<file path="src/rtl/data_bus_decoder.sv">
// -----------------------------------------------------------------------------
// data_bus_decoder
//
// Address decoder and read-data mux between the CPU data master and the
// memory-mapped slaves (BIOS ROM, RAM, unmapped space). An access is captured
// in IDLE, and the decoded slave is held selected in WAIT until it acks. Unmapped
// accesses complete at once with 16'hFFFF. A mapped slave that stays silent for
// TIMEOUT cycles is force-completed with 16'hFFFF and a timeout_err pulse, so
// the master can never hang.
//
// Parameters
//   BIOS_BASE   first word address of the BIOS region (BIOS spans to 19'h7FFFF)
//   RAM_WORDS   RAM occupies word addresses 0 .. RAM_WORDS-1
//   TIMEOUT     WAIT cycles before a forced completion (>= 2)
//
// Ports
//   clk, reset                  clock, synchronous active-high reset
//   m_access/m_ack              master request (held) / one-cycle completion
//   m_addr, m_data_in           master word address, write data
//   m_wr_en, m_bytesel          master write strobe, byte lanes
//   m_data_out                  read data to master, 0 unless m_ack
//   s_access                    shared slave strobe, dropped in the ack cycle
//   s_addr, s_data_out          pass-through of m_addr, m_data_in
//   s_wr_en, s_bytesel          pass-through of m_wr_en, m_bytesel
//   bios_cs/bios_ack/bios_data  BIOS select, ack and read data
//   ram_cs/ram_ack/ram_data     RAM select, ack and read data
//   timeout_err                 one-cycle pulse on a forced completion
// -----------------------------------------------------------------------------
module data_bus_decoder #(
   parameter logic [18:0] BIOS_BASE = 19'h7E000,
   parameter logic [18:0] RAM_WORDS = 19'h50000,
   parameter int unsigned TIMEOUT   = 256
) (
   input  logic        clk,
   input  logic        reset,
   // master side
   input  logic        m_access,
   output logic        m_ack,
   input  logic [18:0] m_addr,
   input  logic [15:0] m_data_in,
   output logic [15:0] m_data_out,
   input  logic        m_wr_en,
   input  logic [1:0]  m_bytesel,
   // shared slave side
   output logic        s_access,
   output logic [18:0] s_addr,
   output logic [15:0] s_data_out,
   output logic        s_wr_en,
   output logic [1:0]  s_bytesel,
   // BIOS ROM
   output logic        bios_cs,
   input  logic        bios_ack,
   input  logic [15:0] bios_data,
   // RAM
   output logic        ram_cs,
   input  logic        ram_ack,
   input  logic [15:0] ram_data,
   // status
   output logic        timeout_err
);

   localparam int unsigned     CNT_W    = $clog2(TIMEOUT);
   localparam logic [CNT_W-1:0] CNT_LAST = CNT_W'(TIMEOUT - 1);
   localparam logic [15:0]      DATA_ERR = 16'hFFFF;

   typedef enum logic {
      ST_IDLE = 1'b0,
      ST_WAIT = 1'b1
   } state_e;

   typedef enum logic [1:0] {
      SEL_NONE = 2'd0,
      SEL_BIOS = 2'd1,
      SEL_RAM  = 2'd2
   } sel_e;

   state_e           state_q, state_d;
   sel_e             sel_q,   sel_d;
   logic [CNT_W-1:0] cnt_q,   cnt_d;

   sel_e             dec_sel;
   logic             sel_ack;
   logic [15:0]      sel_data;
   logic             cnt_last;

   // Write-side signals go straight through; only the selects are decoded.
   assign s_addr     = m_addr;
   assign s_data_out = m_data_in;
   assign s_wr_en    = m_wr_en;
   assign s_bytesel  = m_bytesel;

   // Address decode; BIOS takes priority so an overlapping RAM_WORDS cannot shadow it.
   always_comb begin : decode
      dec_sel = SEL_NONE;
      if (m_addr >= BIOS_BASE) begin
         dec_sel = SEL_BIOS;
      end else if (m_addr < RAM_WORDS) begin
         dec_sel = SEL_RAM;
      end
   end

   // Ack and data of the slave captured at the start of the access; others are ignored.
   always_comb begin : ack_mux
      sel_ack  = 1'b0;
      sel_data = '0;
      unique case (sel_q)
         SEL_BIOS: begin
            sel_ack  = bios_ack;
            sel_data = bios_data;
         end
         SEL_RAM: begin
            sel_ack  = ram_ack;
            sel_data = ram_data;
         end
         default: begin
            sel_ack  = 1'b0;
            sel_data = '0;
         end
      endcase
   end

   assign cnt_last = (cnt_q == CNT_LAST);

   // State, selection and wait counter registers.
   always_ff @(posedge clk) begin : state_reg
      if (reset) begin
         state_q <= ST_IDLE;
         sel_q   <= SEL_NONE;
         cnt_q   <= '0;
      end else begin
         state_q <= state_d;
         sel_q   <= sel_d;
         cnt_q   <= cnt_d;
      end
   end

   // Next-state logic: capture in IDLE, leave WAIT on ack, unmapped or timeout.
   always_comb begin : next_state
      state_d = state_q;
      sel_d   = sel_q;
      cnt_d   = cnt_q;
      unique case (state_q)
         ST_IDLE: begin
            if (m_access) begin
               state_d = ST_WAIT;
               sel_d   = dec_sel;
               cnt_d   = '0;
            end
         end
         ST_WAIT: begin
            cnt_d = cnt_q + CNT_W'(1);
            if (sel_ack || (sel_q == SEL_NONE) || cnt_last) begin
               state_d = ST_IDLE;
               sel_d   = SEL_NONE;
               cnt_d   = '0;
            end
         end
         default: begin
            state_d = ST_IDLE;
            sel_d   = SEL_NONE;
            cnt_d   = '0;
         end
      endcase
   end

   // Outputs. Everything is quiet in IDLE and while reset is asserted, so a
   // reset that lands on an ack cycle still produces no completion.
   always_comb begin : out_logic
      m_ack       = 1'b0;
      m_data_out  = '0;
      timeout_err = 1'b0;
      s_access    = 1'b0;
      bios_cs     = 1'b0;
      ram_cs      = 1'b0;
      if ((state_q == ST_WAIT) && !reset) begin
         bios_cs  = (sel_q == SEL_BIOS);
         ram_cs   = (sel_q == SEL_RAM);
         // Dropping the strobe in the ack cycle keeps a registered-ack slave
         // from seeing the same request twice.
         s_access = ~sel_ack;
         if (sel_ack) begin
            m_ack      = 1'b1;
            m_data_out = sel_data;
         end else if (sel_q == SEL_NONE) begin
            m_ack      = 1'b1;
            m_data_out = DATA_ERR;
         end else if (cnt_last) begin
            m_ack       = 1'b1;
            m_data_out  = DATA_ERR;
            timeout_err = 1'b1;
         end
      end
   end

endmodule
</file>
<file path="config.mk">
export PLATFORM = sky130hd
export DESIGN_NAME = data_bus_decoder
export DESIGN_NICKNAME = d
export VERILOG_FILES = /design/src/rtl/data_bus_decoder.sv
export SDC_FILE = /design/constraint.sdc
export NUM_CORES = 1
export LEC_CHECK = 0
export ABC_AREA = 1
export CAP_MARGIN = 10
export CORE_AREA = 2 2 65 98
export CTS_BUF_LIST = sky130_fd_sc_hd__clkbuf_8 sky130_fd_sc_hd__clkbuf_16
export CTS_CLUSTER_DIAMETER = 200
export DETAILED_ROUTE_END_ITERATION = 12
export DIE_AREA = 0 0 67 100
export PLACE_DENSITY = 0.64
export SLEW_MARGIN = 30
export SYNTH_ARGS = -nofsm -noshare
export SYNTH_HDL_FRONTEND = slang
export SYNTH_SLANG_ARGS = --single-unit
</file>
<file path="constraint.sdc">
create_clock -name clk -period 4.11 [get_ports clk]
set_clock_uncertainty 0.1 [all_clocks]
set_input_delay 0.411 -clock clk [delete_from_list [all_inputs] [get_ports clk]]
set_output_delay 0.411 -clock clk [all_outputs]
set_load 0.03 [all_outputs]
</file>
==> impl_metrics.py <==
metrics = {
    "status": {
        "outcome": "completed",
    },
    "critical_path": {
        "slowest_stage": "clkdlybuf4s50_1",
        "path_common_cell": "nand2_4",
        "critPathMaxStageDelay_ns": 0.67,
        "worstPathMaxFanout": 19,
        "crit_buf_inv": 3,
        "crit_path_end_kind": "primary output",
        "cp.required_ns": 3.60,
        "cp-start-kind": "flop",
        "cp_top_family": "buffers and inverters",
        "crit_chain": "inv_1, ha_1, buf_4, nand2_4, nand2_4, nand2_8, nand3_4, nand2_4, nor2_2, clkdlybuf4s50_1",
        "cp.arrival_ns": 2.48,
        "critical_path_class": "flop to primary output",
    },
    "clock_tree": {
        "numCtsBuffers": 3,
        "clk_latency_ns": 0.25,
        "htreeDepth": 1,
        "cts-root-buf": "clkbuf_8",
        "post_cts_buffers": 0,
        "clock_tree.buffer_depth": 2,
        "clk_pin_slew_ns": 0.05,
        "clkSinkCount": 11,
        "cts_hold_buffers": 0,
        "cts_tree": "done",
        "cts_resized": 0,
    },
    "floorplanning": {
        "fp.dieW_microns": 67,
        "core_area_sq_um": 5956,
        "num_rows": 35,
        "initial_core_util": 0.2380,
        "die_area_sq_um": 6700,
        "fp.dieH_microns": 100,
        "boundaryPins": 134,
    },
    "yosys": {
        "synth_cell_type_count": 31,
        "syn-cell-area_sq_um": 1418,
        "syn_inst": 179,
        "ys_warn_count": 0,
        "ys_seq_elements": 11,
        "syn_nets": 258,
        "avgSynthCellArea_sq_um": 7.920,
        "seq_area_frac_synth": 0.1553,
    },
    "sta": {
        "min_period_over_period": 0.7287,
        "slew_headroom": 0.6893,
        "fmax_mhz": 333.9,
        "rsz0062_at_grt": "no",
        "whs_ns": 0.4011,
        "fin_crit_ns": 2.995,
        "setup_viol": 0,
        "tightest_slew_ns": 0.4646,
        "hold_viol_final": 0,
        "tns_ns": 0,
        "drv_slew": 0,
    },
    "placed_design": {
        "gp_congestion": 0.7219,
        "dp_hpwl_mm": 2.864,
        "io_buffer_count": 69,
    },
    "layout": {
        "antenna_cells": 0,
        "fin_nets": 289,
        "drive_gt1_frac": 0.2488,
        "area_growth_pct": 35.13,
        "num-fill-cells": 665,
    },
    "power": {
        "vdd_drop_max_v": 0.0001622,
        "p_leak_nw": 0.7256,
        "p_total_mw": 0.3803,
        "power.density_nw_per_um2": 198.5,
    },
    "global_route": {
        "grt_max_degree": 20,
        "grt_overflow": 0,
        "grt_pass1_vias": 1189,
        "grt.total_usage": 0.1026,
        "antenna_found_initial": 0,
        "grt_first_pass_wirelength_mm": 5.299,
    },
    "route": {
        "ant_nets": 0,
        "avgViaCountPerCell": 4.495,
        "wl_mm": 3.600,
        "vias": 1272,
        "wl_per_cell_microns": 12.72,
        "drc": 0,
        "drt_iter0_markers": 9,
        "drt_first_pass_iters": 4,
    },
    "run": {
        "cap_violations": 0,
    },
    "min_path": {
        "hp-class": "flop to flop",
    },
}
==> where the power goes <==
group          total (mW)  switching (mW)  internal, mW
registers           0.112         0.00272         0.110
logic               0.157          0.0823        0.0752
clock network       0.111          0.0448        0.0658
==> layout by cell type, fill, tap and decap left out, types with 2 or more instances in the layout <==
master,synthesis,layout
nor2_1,14,14
nand3_1,8,8
a21oi_2,6,6
a221oi_1,7,7
a221oi_2,9,9
ha_1,4,4
inv_1,11,12
a21oi_1,5,5
inv_2,2,2
buf_4,38,2
o21ai_0,4,4
nand2_1,16,16
nor2_2,12,12
nand2_2,8,8
nand2_4,4,4
clkbuf_8,0,3
clkdlybuf4s50_1,0,69
dfxtp_1,11,11
==> kinds of logic after synthesis <==
kind of cell,Yosys count,synth area share
AND/OR/NAND/NOR,71,0.3036
XOR/XNOR,1,0.006179
flip-flops,11,0.1553
AO/OA/AOI/OAI,33,0.2171
buffers and inverters,59,0.2824
adder cells (fa/ha/maj),4,0.03531
==> worst register-to-register path: stages, from the launching register on <==
cell,delay (ns)
dfxtp_1,0.35
inv_1,0.07
ha_1,0.19
buf_4,0.22
nand2_4,0.10
nand2_4,0.06
nand2_8,0.16
nand4_2,0.18
inv_4,0.16
nand2_2,0.06
a21oi_2,0.10
==> cell usage after synthesis, drive strengths merged <==
| cell | n | area [sq um] |
|---|---|---|
| nand4 | 2 | 18.77 |
| inv | 14 | 55.06 |
| nor3b | 2 | 20.02 |
| ha | 4 | 50.05 |
| xor2 | 1 | 8.760 |
| nor3 | 1 | 5.000 |
| a221oi | 16 | 196.4 |
| a31oi | 1 | 6.260 |
| nand3 | 9 | 57.56 |
| nand2 | 29 | 175.2 |
| or2 | 1 | 6.260 |
| nor2 | 27 | 147.6 |
| o21a | 1 | 7.510 |
| a21oi | 11 | 77.57 |
| o21ai | 4 | 20.02 |
| buf | 45 | 345.3 |
| dfxtp | 11 | 220.2 |
==> metal layers <==
metal / vias up / global-route usage / share of wire
li1: 626 / - / -
met1: 569 / 0.08947 / 0.34
met2: 60 / 0.1973 / 0.50
met3: 17 / 0.01906 / 0.11
met4: 0 / 0.07378 / 0.041
met5: - / 0 / 0
==> state kept, by name (all words and copies together) (netlist names) <==
register,flops
cnt_q,8
sel_q,2
state_q,1
==> path summary, 6_finish.rpt <==
check                   to  startpoint  cells after the start  slack (ns)
max          m_data_out[9]    sel_q[0]                     10        1.11
min               sel_q[1]    sel_q[1]                      2        0.40
max reg2reg       cnt_q[1]    sel_q[0]                     10        2.29
min reg2reg       sel_q[1]    sel_q[1]                      2        0.40
==> stage by stage <==
stage,cells,setup WS (ns),cell area [sq um],util
3_3_place_gp,279,1.233,1871,0.3141
6_report,283,1.115,1916,0.3216
4_1_cts,283,1.076,1916,0.3216
3_5_place_dp,279,1.224,1871,0.3141
2_1_floorplan,179,1.991,1418,-
5_1_grt,283,0.9382,1916,0.3216
==> cell type report <==
| cell class | instances | area, sq um | area share |
|---|---|---|---|
| inverters | 14 | 55.05 | 0.02874 |
| flip-flops and latches | 11 | 220.2 | 0.1150 |
| repair buffers | 71 | 705.7 | 0.3684 |
| clock inverters | 1 | 3.754 | 0.001960 |
| well taps | 74 | 92.59 | 0.04833 |
| multi-input cells | 109 | 797.0 | 0.4161 |
| clock buffers | 3 | 41.29 | 0.02155 |
Note: power is estimated with default switching activity, not from simulation.
